File: src/rtl/uart_pkg.sv
// uart_pkg: shared types and helpers for the uart_fifo_core TX/RX engines
// and their FIFOs.
package uart_pkg;

  // Frame position, shared by the TX and RX state machines.
  typedef enum logic [2:0] {
    IDLE   = 3'd0,
    START  = 3'd1,
    DATA   = 3'd2,
    PARITY = 3'd3,
    STOP   = 3'd4
  } uart_state_t;

  // Line level while no frame is in flight (also the stop-bit level).
  localparam logic UART_IDLE_LEVEL = 1'b1;

  // Width of a counter that must hold the values 0 .. n-1.
  function automatic int cnt_width(input int n);
    return (n < 2) ? 1 : $clog2(n);
  endfunction

endpackage

File: src/rtl/uart_sync_fifo.sv
// uart_sync_fifo: single-clock FIFO with first-word fall-through output.
// A push into a full FIFO is accepted only when a pop happens in the same cycle.
// pop_data reads as zero while the FIFO is empty.
module uart_sync_fifo
  import uart_pkg::*;
#(
  parameter int WIDTH = 8,
  parameter int DEPTH = 4
) (
  input  logic             clk,
  input  logic             rst_n,
  input  logic             push,
  input  logic [WIDTH-1:0] push_data,
  input  logic             pop,
  output logic [WIDTH-1:0] pop_data,
  output logic             full,
  output logic             empty
);

  localparam int AW = cnt_width(DEPTH);

  logic [WIDTH-1:0] mem [DEPTH];
  // The extra MSB on each pointer tells a full FIFO apart from an empty one.
  logic [AW:0]      wr_ptr;
  logic [AW:0]      rd_ptr;
  logic             do_push;
  logic             do_pop;

  assign empty    = (wr_ptr == rd_ptr);
  assign full     = (wr_ptr[AW] != rd_ptr[AW]) && (wr_ptr[AW-1:0] == rd_ptr[AW-1:0]);
  assign do_pop   = pop && !empty;
  assign do_push  = push && (!full || do_pop);
  assign pop_data = empty ? '0 : mem[rd_ptr[AW-1:0]];

  // Advance the pointers on accepted pushes and pops.
  // NOTE: sequential state is updated with <= so every flop samples pre-edge values.
  always_ff @(posedge clk or negedge rst_n) begin
    if (!rst_n) begin
      wr_ptr <= '0;
      rd_ptr <= '0;
    end else begin
      if (do_push) wr_ptr <= wr_ptr + 1'b1;
      if (do_pop)  rd_ptr <= rd_ptr + 1'b1;
    end
  end

  // Write the storage array.
  // NOTE: the array has no reset; the empty flag masks stale entries, so it maps to plain RAM.
  always_ff @(posedge clk) begin
    if (do_push) mem[wr_ptr[AW-1:0]] <= push_data;
  end

endmodule

File: src/rtl/uart_fifo_core.sv
// uart_fifo_core: full-duplex UART with a FIFO in each direction.
// Frame: start(0), DATA_BITS data LSB first, optional even parity, stop(1).
// Optional feature: define UART_PARITY_EN to send and check the parity bit.
// When it is defined, the rx_parity_err port also exists.
module uart_fifo_core
  import uart_pkg::*;
#(
  parameter int CLKS_PER_BIT = 8,
  parameter int DATA_BITS    = 8,
  parameter int FIFO_DEPTH   = 4
) (
  input  logic                 clk,
  input  logic                 rst_n,
  input  logic                 rx,
  output logic                 tx,
  input  logic [DATA_BITS-1:0] tx_data,
  input  logic                 tx_valid,
  output logic                 tx_ready,
  output logic [DATA_BITS-1:0] rx_data,
  output logic                 rx_valid,
  input  logic                 rx_ready,
  output logic                 rx_overrun,
  output logic                 rx_frame_err
`ifdef UART_PARITY_EN
  ,
  output logic                 rx_parity_err
`endif
);

  localparam int BAUD_W = cnt_width(CLKS_PER_BIT);
  localparam int BIT_W  = cnt_width(DATA_BITS);
  localparam logic [BAUD_W-1:0] BAUD_LAST = BAUD_W'(CLKS_PER_BIT - 1);
  localparam logic [BAUD_W-1:0] BAUD_HALF = BAUD_W'(CLKS_PER_BIT / 2 - 1);
  localparam logic [BIT_W-1:0]  BIT_LAST  = BIT_W'(DATA_BITS - 1);

  // ---------------------------------------------------------------- TX side
  uart_state_t          tx_state, tx_state_n;
  logic [BAUD_W-1:0]    tx_baud, tx_baud_n;
  logic [BIT_W-1:0]     tx_bit, tx_bit_n;
  logic [DATA_BITS-1:0] tx_word, tx_word_n;
  logic                 tx_line_n;
  logic                 tx_push, tx_pop, tx_full, tx_empty;
  logic [DATA_BITS-1:0] tx_head;

  assign tx_ready = !tx_full;
  assign tx_push  = tx_valid && tx_ready;

  uart_sync_fifo #(.WIDTH(DATA_BITS), .DEPTH(FIFO_DEPTH)) u_tx_fifo (
    .clk       (clk),
    .rst_n     (rst_n),
    .push      (tx_push),
    .push_data (tx_data),
    .pop       (tx_pop),
    .pop_data  (tx_head),
    .full      (tx_full),
    .empty     (tx_empty)
  );

  // TX next state: sequence the frame and pick the line level for the next cycle.
  // NOTE: every always_comb output gets a default first, so no path can infer a latch.
  always_comb begin
    tx_state_n = tx_state;
    tx_baud_n  = tx_baud + 1'b1;
    tx_bit_n   = tx_bit;
    tx_word_n  = tx_word;
    tx_pop     = 1'b0;
    tx_line_n  = UART_IDLE_LEVEL;
    case (tx_state)
      IDLE: begin
        tx_baud_n = '0;
        if (!tx_empty) begin
          tx_pop     = 1'b1;
          tx_word_n  = tx_head;
          tx_state_n = START;
        end
      end
      START: begin
        if (tx_baud == BAUD_LAST) begin
          tx_baud_n  = '0;
          tx_bit_n   = '0;
          tx_state_n = DATA;
        end
      end
      DATA: begin
        if (tx_baud == BAUD_LAST) begin
          tx_baud_n = '0;
          if (tx_bit == BIT_LAST) begin
`ifdef UART_PARITY_EN
            tx_state_n = PARITY;
`else
            tx_state_n = STOP;
`endif
          end else begin
            tx_bit_n = tx_bit + 1'b1;
          end
        end
      end
      PARITY: begin
        if (tx_baud == BAUD_LAST) begin
          tx_baud_n  = '0;
          tx_state_n = STOP;
        end
      end
      STOP: begin
        if (tx_baud == BAUD_LAST) begin
          tx_baud_n = '0;
          // Chain straight into the next frame when more data is queued.
          if (!tx_empty) begin
            tx_pop     = 1'b1;
            tx_word_n  = tx_head;
            tx_state_n = START;
          end else begin
            tx_state_n = IDLE;
          end
        end
      end
      default: begin
        tx_baud_n  = '0;
        tx_state_n = IDLE;
      end
    endcase
    case (tx_state_n)
      START:   tx_line_n = ~UART_IDLE_LEVEL;
      DATA:    tx_line_n = tx_word_n[tx_bit_n];
      PARITY:  tx_line_n = ^tx_word_n;
      default: tx_line_n = UART_IDLE_LEVEL;
    endcase
  end

  // TX registers; tx is driven straight from a flop so the pin never glitches.
  always_ff @(posedge clk or negedge rst_n) begin
    if (!rst_n) begin
      tx_state <= IDLE;
      tx_baud  <= '0;
      tx_bit   <= '0;
      tx_word  <= '0;
      tx       <= UART_IDLE_LEVEL;
    end else begin
      tx_state <= tx_state_n;
      tx_baud  <= tx_baud_n;
      tx_bit   <= tx_bit_n;
      tx_word  <= tx_word_n;
      tx       <= tx_line_n;
    end
  end

  // ---------------------------------------------------------------- RX side
  logic                 rx_meta, rx_sync, rx_prev, rx_fall;
  uart_state_t          rx_state, rx_state_n;
  logic [BAUD_W-1:0]    rx_baud, rx_baud_n;
  logic [BIT_W-1:0]     rx_bit, rx_bit_n;
  logic [DATA_BITS-1:0] rx_shift, rx_shift_n;
  logic                 rx_push, rx_pop, rx_full, rx_empty;
  logic                 frame_err_n, overrun_n;
`ifdef UART_PARITY_EN
  logic                 rx_par_bit, rx_par_bit_n;
  logic                 parity_err_n;
`endif

  assign rx_valid = !rx_empty;
  assign rx_pop   = rx_valid && rx_ready;
  // A high-to-low step on the synchronised line. It also re-arms only after the line reads high.
  assign rx_fall  = (rx_prev == UART_IDLE_LEVEL) && (rx_sync != UART_IDLE_LEVEL);

  uart_sync_fifo #(.WIDTH(DATA_BITS), .DEPTH(FIFO_DEPTH)) u_rx_fifo (
    .clk       (clk),
    .rst_n     (rst_n),
    .push      (rx_push),
    .push_data (rx_shift),
    .pop       (rx_pop),
    .pop_data  (rx_data),
    .full      (rx_full),
    .empty     (rx_empty)
  );

  // Two-flop synchroniser for the asynchronous pin, plus a delayed copy for edge detection.
  always_ff @(posedge clk or negedge rst_n) begin
    if (!rst_n) begin
      rx_meta <= UART_IDLE_LEVEL;
      rx_sync <= UART_IDLE_LEVEL;
      rx_prev <= UART_IDLE_LEVEL;
    end else begin
      rx_meta <= rx;
      rx_sync <= rx_meta;
      rx_prev <= rx_sync;
    end
  end

  // RX next state: sample at bit centres and judge the frame at the stop bit.
  always_comb begin
    rx_state_n  = rx_state;
    rx_baud_n   = rx_baud + 1'b1;
    rx_bit_n    = rx_bit;
    rx_shift_n  = rx_shift;
    rx_push     = 1'b0;
    frame_err_n = 1'b0;
    overrun_n   = 1'b0;
`ifdef UART_PARITY_EN
    rx_par_bit_n = rx_par_bit;
    parity_err_n = 1'b0;
`endif
    case (rx_state)
      IDLE: begin
        rx_baud_n = '0;
        if (rx_fall) rx_state_n = START;
      end
      START: begin
        // Half a bit in: a line that is high again means the low was only a glitch.
        if (rx_baud == BAUD_HALF) begin
          rx_baud_n  = '0;
          rx_bit_n   = '0;
          rx_state_n = (rx_sync == UART_IDLE_LEVEL) ? IDLE : DATA;
        end
      end
      DATA: begin
        if (rx_baud == BAUD_LAST) begin
          rx_baud_n  = '0;
          rx_shift_n = {rx_sync, rx_shift[DATA_BITS-1:1]};
          if (rx_bit == BIT_LAST) begin
`ifdef UART_PARITY_EN
            rx_state_n = PARITY;
`else
            rx_state_n = STOP;
`endif
          end else begin
            rx_bit_n = rx_bit + 1'b1;
          end
        end
      end
      PARITY: begin
`ifdef UART_PARITY_EN
        if (rx_baud == BAUD_LAST) begin
          rx_baud_n    = '0;
          rx_par_bit_n = rx_sync;
          rx_state_n   = STOP;
        end
`else
        rx_state_n = IDLE;
`endif
      end
      STOP: begin
        if (rx_baud == BAUD_LAST) begin
          rx_baud_n  = '0;
          rx_state_n = IDLE;
          if (rx_sync != UART_IDLE_LEVEL) begin
            frame_err_n = 1'b1;
          end
`ifdef UART_PARITY_EN
          else if (^{rx_shift, rx_par_bit}) begin
            parity_err_n = 1'b1;
          end
`endif
          else begin
            // The FIFO refuses the push when it is full with no pop this cycle.
            rx_push   = 1'b1;
            overrun_n = rx_full && !rx_pop;
          end
        end
      end
      default: begin
        rx_baud_n  = '0;
        rx_state_n = IDLE;
      end
    endcase
  end

  // RX registers and the one-cycle status pulses.
  always_ff @(posedge clk or negedge rst_n) begin
    if (!rst_n) begin
      rx_state     <= IDLE;
      rx_baud      <= '0;
      rx_bit       <= '0;
      rx_shift     <= '0;
      rx_frame_err <= 1'b0;
      rx_overrun   <= 1'b0;
`ifdef UART_PARITY_EN
      rx_par_bit    <= 1'b0;
      rx_parity_err <= 1'b0;
`endif
    end else begin
      rx_state     <= rx_state_n;
      rx_baud      <= rx_baud_n;
      rx_bit       <= rx_bit_n;
      rx_shift     <= rx_shift_n;
      rx_frame_err <= frame_err_n;
      rx_overrun   <= overrun_n;
`ifdef UART_PARITY_EN
      rx_par_bit    <= rx_par_bit_n;
      rx_parity_err <= parity_err_n;
`endif
    end
  end

endmodule
File: config.mk
export PLATFORM = sky130hd
export DESIGN_NAME = uart_fifo_core
export DESIGN_NICKNAME = d
export VERILOG_FILES = /design/src/rtl/uart_pkg.sv /design/src/rtl/uart_sync_fifo.sv /design/src/rtl/uart_fifo_core.sv
export SDC_FILE = /design/constraint.sdc
export NUM_CORES = 1
export LEC_CHECK = 0
export CAP_MARGIN = 0
export CORE_MARGIN = 8
export CORE_UTILIZATION = 45
export CTS_CLUSTER_SIZE = 14
export DETAILED_ROUTE_END_ITERATION = 16
export PLACE_DENSITY = 0.61
export RECOVER_POWER = 25
export SYNTH_ARGS = -nofsm -noshare
export SYNTH_HDL_FRONTEND = slang
export SYNTH_SLANG_ARGS = --single-unit
export TNS_END_PERCENT = 10
File: constraint.sdc
create_clock -name clk -period 3.33 [get_ports clk]
set_input_delay 0.8325 -clock clk [delete_from_list [all_inputs] [get_ports clk]]
set_output_delay 0.8325 -clock clk [all_outputs]
set_load 0.005 [all_outputs]
==> results_dict.tcl <==
set metrics [dict create \
    rows 39 \
    crit_fanout 11 \
    clock_latency_ns 0.41 \
    cts_hold_buf 0 \
    syn2layout_area_growth_pct 19.82 \
    slew_headroom_pct 37.36 \
    vias 2738 \
    slew_violations 0 \
    grt-ovfl-total 0 \
    synth.most_common_cell "edfxtp_1" \
    finalHoldViolations 0 \
    synth_cell_types 45 \
    die_w_um 123.5 \
    path_class "flip-flop to primary output" \
    drtAntennaViolNets 0 \
    skew_ns 0.008216 \
    dr.pass1.iters 5 \
    yosysSeqAreaShare_pct 62.12 \
    final.fill_count 953 \
    cp-end-kind "primary output" \
    drive_above_1_share_pct 20.20 \
    setup_viol 0 \
    tns_ns 0 \
    die_h_um 123.5 \
    drt-initial-drc-count 153 \
    grt_max_degree 37 \
    grtUsageTotal_pct 12.27 \
    dieArea_um2 15240 \
    ys.flop_type "edfxtp_1" \
    p_per_area_nw_per_um2 695.5 \
    syn_nets 376 \
    register_area_um2 3229 \
    worst_slack_ns 0.2629 \
    wl_per_cell_um 15.46 \
    fin_crit_ns 3.067 \
    crit_required_ns 2.50 \
    grt_pass1_wl_um 14130 \
    max-cap-violations 0 \
    drc 0 \
    cts.path.max_buffers 2 \
    fmax_mhz 326.0 \
    avgSynthCellArea_um2 15.19 \
    gp_congestion 0.7874 \
    rr_startpoint "u_tx_fifo.rd_ptr[1]" \
    startpoint "u_rx_fifo.rd_ptr[1]" \
    netlist_area_um2 5196 \
    root_buffer "clkbuf_16" \
    synthTopCellsByCount "edfxtp_1, dfrtp_1, ha_1" \
    syn_inst 342 \
    ys.warnings.count 0 \
    async_reset_ff_share_pct 44.83 \
    crit_path_start_kind "flip-flop" \
    antenna_cells 0 \
    antenna_found_initial 0 \
    clock_sinks 116 \
    clk_pin_slew_ns 0.05 \
    synth_edf_count 64 \
    max_slew.worst_pin.slew_ns 0.9395 \
    p_leak_nw 2.456 \
    numCtsBuffers 17 \
    place_hpwl_um 5642 \
    drt-total-wl_um 8258 \
    nets 412 \
    synth-seq-cells 116 \
    hp-start "rx_meta" \
    synth_top_area_cell "edfxtp_1" \
    viasPerCell 5.127 \
    synth_area_leaders "edfxtp_1, dfrtp_1, mux4_2" \
    place_ws_ns 0.5474 \
    cts_tree "built" \
    yosys.area.top_type_share_pct 36.99 \
    port_buffers 25 \
    io_pins 26 \
    max-vdd-ir-drop_mv 0.3988 \
    post-route-period-util_pct 92.11 \
    cp.arrival_ns 2.23 \
    design.core.area_um2 11320 \
    rsz0062_at_grt "false" \
    finalPower_mw 4.330 \
    ctsHtreeMaxLevel 4 \
    grt_pass1_vias 2854 \
    hp-class "flip-flop to flip-flop" \
    multi_input_area_um2 1839 \
    outcome "complete, no violations" \
    start_util_pct 45.90 \
]
==> report_power, final <==
group | internal (mW) | switching (mW) | total, mW
clock network | 1.33 | 0.656 | 1.99
registers | 1.66 | 0.139 | 1.80
logic | 0.284 | 0.252 | 0.536
==> registers in the layout, summed over array words and instances (netlist names), 3 cells and up <==
signal and cells:
rx_baud 3, rx_bit 3, rx_shift 8, rx_state 3, tx_baud 3, tx_bit 3
tx_state 3, tx_word 8, u_rx_fifo.mem 32, u_rx_fifo.rd_ptr 3, u_rx_fifo.wr_ptr 3, u_tx_fifo.mem 32
u_tx_fifo.rd_ptr 3, u_tx_fifo.wr_ptr 3
==> cells by family (layout without fill, tap and decap cells) <==
| family | Yosys count | count (layout) | synth area share, % |
|---|---|---|---|
| xor gates and xnor gates | 28 | 28 | 5.008 |
| AOI/OAI and AO/OA | 30 | 30 | 3.997 |
| buffers and inverters | 25 | 74 | 2.480 |
| and+or+nand+nor | 77 | 77 | 8.211 |
| adders and majority gates | 21 | 21 | 5.057 |
| muxes | 45 | 45 | 13.12 |
| DFF | 116 | 116 | 62.12 |
==> area by class of cell <==
cell class | count | area share (%)
clock buffer | 17 | 6.833
timing repair buffer | 29 | 4.401
clock inverter | 15 | 3.698
multi-input combinational | 201 | 29.54
tap | 143 | 2.874
inverter | 13 | 0.7838
sequential | 116 | 51.87
==> final timing paths <==
path	cells after the start	endpoint	slack, ns
setup / recovery	4	rx_data[6]	0.26
hold / removal	0	rx_sync	0.36
setup reg to reg	7	tx	0.69
hold reg to reg	0	rx_sync	0.36
max in group asynchronous	2	tx	1.73
min in group asynchronous	1	rx_baud[2]	0.55
==> repair_timing <==
item / 4_1_cts / 5_1_grt
setup buffers: 0 / 0
resized for setup: 0 / 1
setup endpoints to repair: 0 / 8
==> layout by cell type, fill, tap and decap left out, types with 5 or more instances in the layout <==
master,count
nor2b_1,6
bufinv_16,5
edfxtp_1,64
xor2_1,11
dfrtp_1,47
clkdlybuf4s50_1,20
nand2_1,11
and2_1,16
clkbuf_16,17
a21oi_1,10
inv_1,13
nor3_1,7
mux4_2,14
ha_1,21
mux2_2,19
xnor2_1,15
mux2i_1,10
nand3_1,6
and3_1,5
nor2_1,10
==> worst max-delay path, cell delays in order, from the launching register on <==
cell	delay, ns
dfrtp_1	0.63
xnor2_1	0.19
nand3_1	0.30
and2_1	0.26
clkdlybuf4s50_1	0.44
==> through the flow <==
step           utilization, %  hold slack [ns]  instance area, um2  std cells
6_report                55.00           0.3603                6226        534
5_1_grt                 55.00           0.3686                6226        534
4_1_cts                 55.00           0.3363                6226        534
3_5_place_dp            49.20           0.3468                5570        502
3_3_place_gp            49.20           0.3471                5570        502
2_1_floorplan               -           0.3452                5196        342
==> routing by layer <==
metal | track usage (%) | wire [um] | up-vias
met5 | 0 | 0 | -
met4 | 6.847 | 123 | 0
met3 | 3.653 | 298 | 17
met2 | 18.35 | 3871 | 44
met1 | 15.71 | 3964 | 1344
li1 | - | - | 1333
(Power assumes the default switching activity.)
